## src/rtl/sm83_pkg.sv

```systemverilog
// Shared SM83 types and OAM DMA constants.
// Latency: n/a (types, constants and pure helper functions only).
// Backpressure: n/a.
package sm83_pkg;

    typedef logic [15:0] addr_t;
    typedef logic [7:0]  data_t;

    localparam addr_t       DMA_REG_ADDR = 16'hFF46;
    localparam addr_t       OAM_BASE     = 16'hFE00;
    localparam addr_t       HRAM_BASE    = 16'hFF80;
    localparam addr_t       HRAM_LAST    = 16'hFFFE;
    localparam int unsigned DMA_LEN      = 160;

    typedef enum logic [1:0] {
        DMA_IDLE,
        DMA_START,
        DMA_ACTIVE
    } dma_state_t;

    function automatic logic is_hram(input addr_t a);
        return (a >= HRAM_BASE) && (a <= HRAM_LAST);
    endfunction

    // Sources in E0-FF land on echo RAM, which mirrors C0-DF.
    function automatic data_t dma_src_map(input data_t hi);
        return (hi >= 8'hE0) ? (hi - 8'h20) : hi;
    endfunction

endpackage

```

## src/rtl/sm83_hram.sv

```systemverilog
// 127x8 high RAM (FF80-FFFE); asynchronous read, synchronous write, contents not reset.
// Latency: read combinational, write lands on the next clk rising edge.
// Backpressure: none, always ready.
// Ports: clk; we/w_addr/w_data write port; r_addr/r_data read port (addresses are the low 7 bits).
module sm83_hram
    import sm83_pkg::*;
(
    input  logic       clk,
    input  logic       we,
    input  logic [6:0] w_addr,
    input  data_t      w_data,
    input  logic [6:0] r_addr,
    output data_t      r_data
);

    data_t mem [0:126];

    // Index 7F corresponds to FFFF (interrupt enable), which is not HRAM.
    always_ff @(posedge clk) begin
        if (we && (w_addr != 7'h7F)) begin
            mem[w_addr] <= w_data;
        end
    end

    assign r_data = (r_addr == 7'h7F) ? 8'h00 : mem[r_addr];

endmodule

```

## src/rtl/sm83_oam_dma.sv

```systemverilog
// SM83 OAM DMA: sits between core and bus, copies 160 bytes from {src,00} to FE00 on an FF46 write.
// Latency: one START cycle after the FF46 write, then 160 ACTIVE cycles, one byte per cycle.
// Backpressure: none; while ACTIVE the core is locked out (reads FF, writes dropped) except FF46 and HRAM.
// Optional HRAM: define OAM_DMA_HRAM_EN to serve FF80-FFFE internally in every state.
// Ports: clk, rst_n (async, active-low); core_* core side; bus_* bus side; dma_active high in ACTIVE.
module sm83_oam_dma
    import sm83_pkg::*;
(
    input  logic  clk,
    input  logic  rst_n,
    input  addr_t core_r_addr,
    input  addr_t core_w_addr,
    input  data_t core_w_data,
    input  logic  core_w_wen,
    output data_t core_r_data,
    output addr_t bus_r_addr,
    output addr_t bus_w_addr,
    output data_t bus_w_data,
    output logic  bus_w_wen,
    input  data_t bus_r_data,
    output logic  dma_active
);

    dma_state_t state;
    logic [7:0] idx;
    data_t      dma_reg;

    logic  reg_wr;
    logic  idx_last;
    data_t src_hi;
    addr_t dma_rd_addr;
    addr_t dma_wr_addr;

    logic  hram_r_hit;
    logic  hram_w_hit;
    data_t hram_r_data;

    assign reg_wr      = core_w_wen && (core_w_addr == DMA_REG_ADDR);
    assign idx_last    = (idx == 8'(DMA_LEN - 1));
    assign src_hi      = dma_src_map(dma_reg);
    assign dma_rd_addr = {src_hi, 8'h00} + {8'h00, idx};
    assign dma_wr_addr = OAM_BASE + {8'h00, idx};

`ifdef OAM_DMA_HRAM_EN
    assign hram_r_hit = is_hram(core_r_addr);
    assign hram_w_hit = is_hram(core_w_addr);

    sm83_hram u_hram (
        .clk    (clk),
        .we     (core_w_wen && hram_w_hit),
        .w_addr (core_w_addr[6:0]),
        .w_data (core_w_data),
        .r_addr (core_r_addr[6:0]),
        .r_data (hram_r_data)
    );
`else
    assign hram_r_hit  = 1'b0;
    assign hram_w_hit  = 1'b0;
    assign hram_r_data = 8'h00;
`endif

    // An FF46 write always restarts through START, even mid-transfer; the
    // in-flight byte of that cycle still completes since the DMA owns the bus.
    always_ff @(posedge clk or negedge rst_n) begin
        if (!rst_n) begin
            state      <= DMA_IDLE;
            idx        <= 8'h00;
            dma_reg    <= 8'hFF;
            dma_active <= 1'b0;
        end else begin
            if (reg_wr) begin
                dma_reg    <= core_w_data;
                state      <= DMA_START;
                idx        <= 8'h00;
                dma_active <= 1'b0;
            end else begin
                case (state)
                    DMA_START: begin
                        state      <= DMA_ACTIVE;
                        idx        <= 8'h00;
                        dma_active <= 1'b1;
                    end
                    DMA_ACTIVE: begin
                        if (idx_last) begin
                            state      <= DMA_IDLE;
                            idx        <= 8'h00;
                            dma_active <= 1'b0;
                        end else begin
                            idx <= idx + 8'd1;
                        end
                    end
                    default: begin
                        state      <= DMA_IDLE;
                        dma_active <= 1'b0;
                    end
                endcase
            end
        end
    end

    // Priority for core reads: FF46 register, then HRAM, then the DMA lockout, then the bus.
    always_comb begin
        bus_r_addr  = core_r_addr;
        bus_w_addr  = core_w_addr;
        bus_w_data  = core_w_data;
        bus_w_wen   = core_w_wen && !reg_wr && !hram_w_hit;
        core_r_data = bus_r_data;

        if (state == DMA_ACTIVE) begin
            bus_r_addr  = dma_rd_addr;
            bus_w_addr  = dma_wr_addr;
            bus_w_data  = bus_r_data;
            bus_w_wen   = 1'b1;
            core_r_data = 8'hFF;
        end

        if (hram_r_hit) begin
            core_r_data = hram_r_data;
        end

        if (core_r_addr == DMA_REG_ADDR) begin
            core_r_data = dma_reg;
        end
    end

endmodule
```

## config.mk

```make
export PLATFORM = sky130hd
export DESIGN_NAME = sm83_oam_dma
export DESIGN_NICKNAME = d
export VERILOG_FILES = /design/src/rtl/sm83_pkg.sv /design/src/rtl/sm83_hram.sv /design/src/rtl/sm83_oam_dma.sv
export SDC_FILE = /design/constraint.sdc
export NUM_CORES = 1
export LEC_CHECK = 0
export CORE_MARGIN = 2
export CORE_UTILIZATION = 40
export DETAILED_ROUTE_END_ITERATION = 16
export PLACE_DENSITY = 0.95
export REMOVE_ABC_BUFFERS = 1
export SYNTH_ARGS = -nofsm -noshare
export SYNTH_HDL_FRONTEND = slang
export SYNTH_SLANG_ARGS = --single-unit
export TNS_END_PERCENT = 50
```

## constraint.sdc

```tcl
create_clock -name clk -period 2.7 [get_ports clk]
set_clock_uncertainty 0.1 [all_clocks]
set_input_delay 0.27 -clock clk [delete_from_list [all_inputs] [get_ports clk]]
set_output_delay 0.27 -clock clk [all_outputs]
set_load 0.1 [all_outputs]
```

## Word-level counts from Yosys, hierarchy flattened

Index checks and enable logic that the tools add are counted.

| storage, ports and cells | value |
|---|---|
| register bits | 19 |
| bits of input ports | 51 |
| word-level logic and storage cells | 35 |

| operators by class | value |
|---|---|
| add/sub/neg operators | 4 |
| order comparisons | 1 |
| equality and inequality tests | 6 |
| multiplexer cells | 16 |
| reductions and logical operators | 4 |

Operator list:

| cell | number |
|---|---|
| 8-bit two-way mux | 6 |
| 16-bit equality test, second input constant | 2 |
| 16-bit two-way mux | 2 |
| 16-bit by 8-bit adder with 16-bit output | 1 |
| 8-bit case mux with 2 select lines | 1 |
| 10-bit by 9-bit adder with 11-bit output, first input constant | 1 |
| 8-bit by 1-bit adder with 8-bit output, second input constant | 1 |
| 8-bit equality test, second input constant | 1 |
| 8-bit greater-or-equal comparator, second input constant | 1 |
| 8-bit by 6-bit subtractor with 8-bit output, second input constant | 1 |
| 2-bit two-way mux | 2 |
| 2-bit case mux with 2 select lines | 1 |
| 1-bit two-way mux | 3 |
| 3-bit inequality test, second input constant | 1 |
| 3-bit nonzero test | 1 |
| 2-bit by 1-bit equality test with 1-bit output, second input constant | 1 |
| 2-bit equality test, second input constant | 1 |
| 1-bit logical AND | 2 |
| 1-bit case mux with 2 select lines | 1 |
| 1-bit logical NOT | 1 |

## Logic depth before layout (Yosys ltp)

| logic depth | value |
|---|---|
| depth in word-level cells | 5 |
| depth in mapped cells | 6 |
| mapped depth without buffers | 5 |

## Worst setup path before layout

No wires, ideal clock.

| timing path | value |
|---|---|
| kind | register to output |
| from | register, netlist name dma_active |
| to | output core_r_data[0] |
| arrival time | 3812 ps |
| required time | 2330 ps |
| slack | -1482 ps |
| stages on the path, launching flop included | 6 |
| path buffers | 2 |
| cells stage by stage | dfrtp_1 > nor2b_1 > clkbuf_1 > clkbuf_1 > nor2_1 > o21ai_0 |

RTL lines:

| item | RTL line | source |
|---|---|---|
| end: declaration | sm83_oam_dma.sv:15 | `output data_t core_r_data,` |

## Worst setup path in the final report

| timing path | value |
|---|---|
| from | input core_r_addr[4] |
| to | output core_r_data[3] |

| on the way | value |
|---|---|
| cells in the longest elaborated chain, start to end | 2 |

Ends and longest elaborated chain:

| item | RTL line | source |
|---|---|---|
| start: declaration | sm83_oam_dma.sv:11 | `input addr_t core_r_addr,` |
| 16-bit equality test | sm83_oam_dma.sv:121 | `if (core_r_addr == DMA_REG_ADDR) begin` |
| 8-bit two-way mux | sm83_oam_dma.sv:121 |  |

No other way between the ends.

==> results.tsv <==
stage	metric	value	unit
global_routing	antenna_found_initial	0	
sta	maxSlewViolCount	0	
floorplanning	dieArea	0.00443	sq mm
final_layout	n_fill_cell	173	
final_layout	design_area	0.00320	sq mm
logic_synthesis	synth-edff-count	0	
clocking	clk_latency	0.27	ns
logic_synthesis	syn_area	0.00157	sq mm
final_layout	final_cell_mix	nand2_1, clkdlybuf4s50_1, buf_12, nor2_1, nand2b_1	
logic_synthesis	synth_top_area_share	23.5	%
logic_synthesis	ys_seq_area_share	29.4	%
floorplanning	num_rows	22	
final_layout	multi_input_area	0.00104	sq mm
pwr	swShare	62.1	%
sta	max_freq	379	MHz
floorplanning	start_util	42.1	%
place	dpl_cell_area	0.00310	sq mm
final_layout	fin_util	86.1	%
setup_path	path_cells	clkdlybuf4s50_1 -> or4bb_4 -> nor4_4 -> buf_4 -> nand2_1 -> o21ai_0 -> bufbuf_16	
place	place.port_buffers	100	
setup_path	cp.required	2.33	ns
flow_run	max_cap_violations	0	
detailed_routing	vias	2275	
logic_synthesis	ys_async_sr_fraction	100	%
global_routing	grt_pass1_wl	10900	um
pwr	leakage	1.45	nW
sta	hold_slack	0.389	ns
sta	final.period_utilization	97.7	%
pwr	seqPwrFrac	10.3	%
pwr	p_int	1.63	mW
logic_synthesis	synth_cells	230	
logic_synthesis	ys.flop_type	dfrtp_1	
clocking	clkSlewWorstSetupHoldPaths	0.08	ns
hold_path	holdCritPathClass	in -> async	
final_layout	areaGrowthSynthToFinish	104	%
sta	worst-slew-pin-transition	0.874	ns
run_status	status	complete, no violations	
pwr	p_clk_share	5.5	%
clocking	clkSinkCount	18	
detailed_routing	first_pass_iters	5	
place	dpl.hpwl	5490	um
setup_path	critical_path_class	in -> out	
pwr	switchingPower	2.68	mW
setup_path	crit_arrival	2.27	ns
final_layout	diodes	0	
floorplanning	dieHeight	66.6	um
global_routing	track_usage	33.3	%
floorplanning	ioPinCount	101	
logic_synthesis	synth-warning-count	0	
detailed_routing	via_per_inst	6.03	
setup_path	start_kind	input port	
floorplanning	fp.dieW	66.6	um
sta	final_hold_viol_count	0	
detailed_routing	drt_iter0_markers	198	
detailed_routing	wl_per_cell	20.4	um
logic_synthesis	yosysTopAreaCell	nand2_1	
place	dp_cells	372	
setup_path	crit_slowest_cell	or4bb_4	
setup_path	crit_fanout	6	
global_routing	grt_pass1_vias	2267	
clocking	cts_tree	done	
logic_synthesis	avgSynthCellArea	6.81	sq um
clocking	clockRootBuffer	clkbuf_8	
logic_synthesis	ys_ff_latch	18	
detailed_routing	postRouteAntennaNets	0	
clocking	htreeDepth	1	
final_layout	drive_gt1_share	26.4	%
pwr	vdd_drop_max	1.15	mV
final_layout	layout_commonest_cell	nand2_1	
clocking	cts_buffer_depth	2	
setup_path	path_delay_family	buffers and inverters	
sta	fin_crit	2.64	ns
floorplanning	core_region_area	0.00372	sq mm
final_layout	fin_nets	383	
global_routing	grt-ovfl-total	0	
detailed_routing	wl	7680	um
sta	slew_headroom	41.6	%
place	gp_congestion	0.958	
logic_synthesis	synth.distinct_cells	36	
detailed_routing	post-route-drc-count	0	
pwr	combPwrFrac	84.3	%
final_layout	stdcell_count	377	
clocking	postCtsSetupRepairBufs	0	
setup_path	end_kind	output pin	
final_layout	regArea	460	sq um
logic_synthesis	synth.area.top_cells	nand2_1, dfrtp_1, dfstp_2, mux2_2, nand2b_1	
pwr	powerDensity	1350	mW/mm^2
setup_path	max_stage_delay	0.56	ns
global_routing	grt_start_max_net_pins	45	
clocking	cts_inserted_buffers	3	
sta	setup_violations	0	
setup_path	cp.buffers_inverters	3	
-- final timing paths --
path | slack (ns) | endpoint | cells after the start | startpoint
max in group asynchronous | 1.56 | idx[2] | 1 | rst_n
min in group clk | 0.54 | idx[5] | 2 | idx[5]
hold reg to reg | 0.54 | idx[5] | 2 | idx[5]
setup reg to reg | 0.73 | idx[5] | 4 | state[0]
hold / removal | 0.39 | idx[3] | 1 | rst_n
setup / recovery | 0.06 | core_r_data[3] | 7 | core_r_addr[4]
-- through the flow --
step / total power, mW / TNS (ns) / setup WS [ns]
6_report: 4.32 / 0 / 0.0611
5_1_grt: 4.43 / -0.0445 / -0.0445
4_1_cts: 4.27 / 0 / 0.0387
3_5_place_dp: 4.03 / 0 / 0.0217
3_3_place_gp: 3.95 / 0 / 0.103
2_1_floorplan: 2.62 / -49.97 / -2.20
-- kinds of logic (layout without fill, tap and decap cells) --
logic type / Yosys count / count (layout) / synth area share (%)
and+or+nand+nor: 157 / 157 / 47.2
AOI/OAI and AO/OA: 25 / 25 / 8.95
buffers and inverters: 18 / 117 / 5.51
adders and majority gates: 2 / 2 / 1.60
muxes: 10 / 10 / 7.35
DFF: 18 / 18 / 29.4
-- cells in the mapped netlist, types with 2 or more instances --
cell type / number
nor4_2: 2
ha_1: 2
mux2_2: 8
nand4_1: 5
a21oi_1: 8
nor3_1: 2
a31oi_1: 3
clkbuf_1: 11
dfrtp_1: 10
or4bb_1: 2
dfstp_2: 8
nor2_1: 13
and2_1: 2
o21ai_0: 10
inv_1: 4
nand3_1: 8
nand2_1: 98
or3_1: 5
nand2b_1: 11
nand4b_1: 2
-- final cells by class --
class                           instances  area share (%)
Timing Repair Buffer                  108            48.8
Inverter                                5           0.626
Sequential cell                        18            14.4
Tap cell                               48            1.88
Clock buffer                            4            1.72
Multi-Input combinational cell        194            32.6
-- power by group through the flow --
| stage | Combinational, mW | Sequential (mW) | Clock, mW |
|---|---|---|---|
| 6_report | 3.64 | 0.443 | 0.236 |
| 3_3_place_gp | 3.53 | 0.418 | 0 |
| 3_5_place_dp | 3.60 | 0.429 | 0 |
| 4_1_cts | 3.61 | 0.429 | 0.230 |
| 5_1_grt | 3.74 | 0.449 | 0.241 |
| 2_1_floorplan | 2.18 | 0.439 | 0 |
-- metal layers --
metal  share of wire (%)  vias up  track usage [%]
met2                  49      211             60.4
li1                    -      972                -
met3                  11       51             9.29
met4                 7.0        0             20.7
met5                   0        -                0
met1                  33     1041             33.3
-- worst reg2reg max path, cell delays in order (launching register included) --
cell	delay, ns
dfrtp_1	0.53
nand2b_1	0.25
or3_1	0.40
or3b_2	0.46
a21oi_1	0.16
-- what timing repair did --
item                       in CTS  in global routing
gates resized for setup         2                  5
hold buffers                    0                  0
setup endpoints to repair       1                  6
hold endpoints to repair        0                  0
pin swaps                       0                  2
cloned                          0                  1
Note: power is estimated with default switching activity, not from simulation.
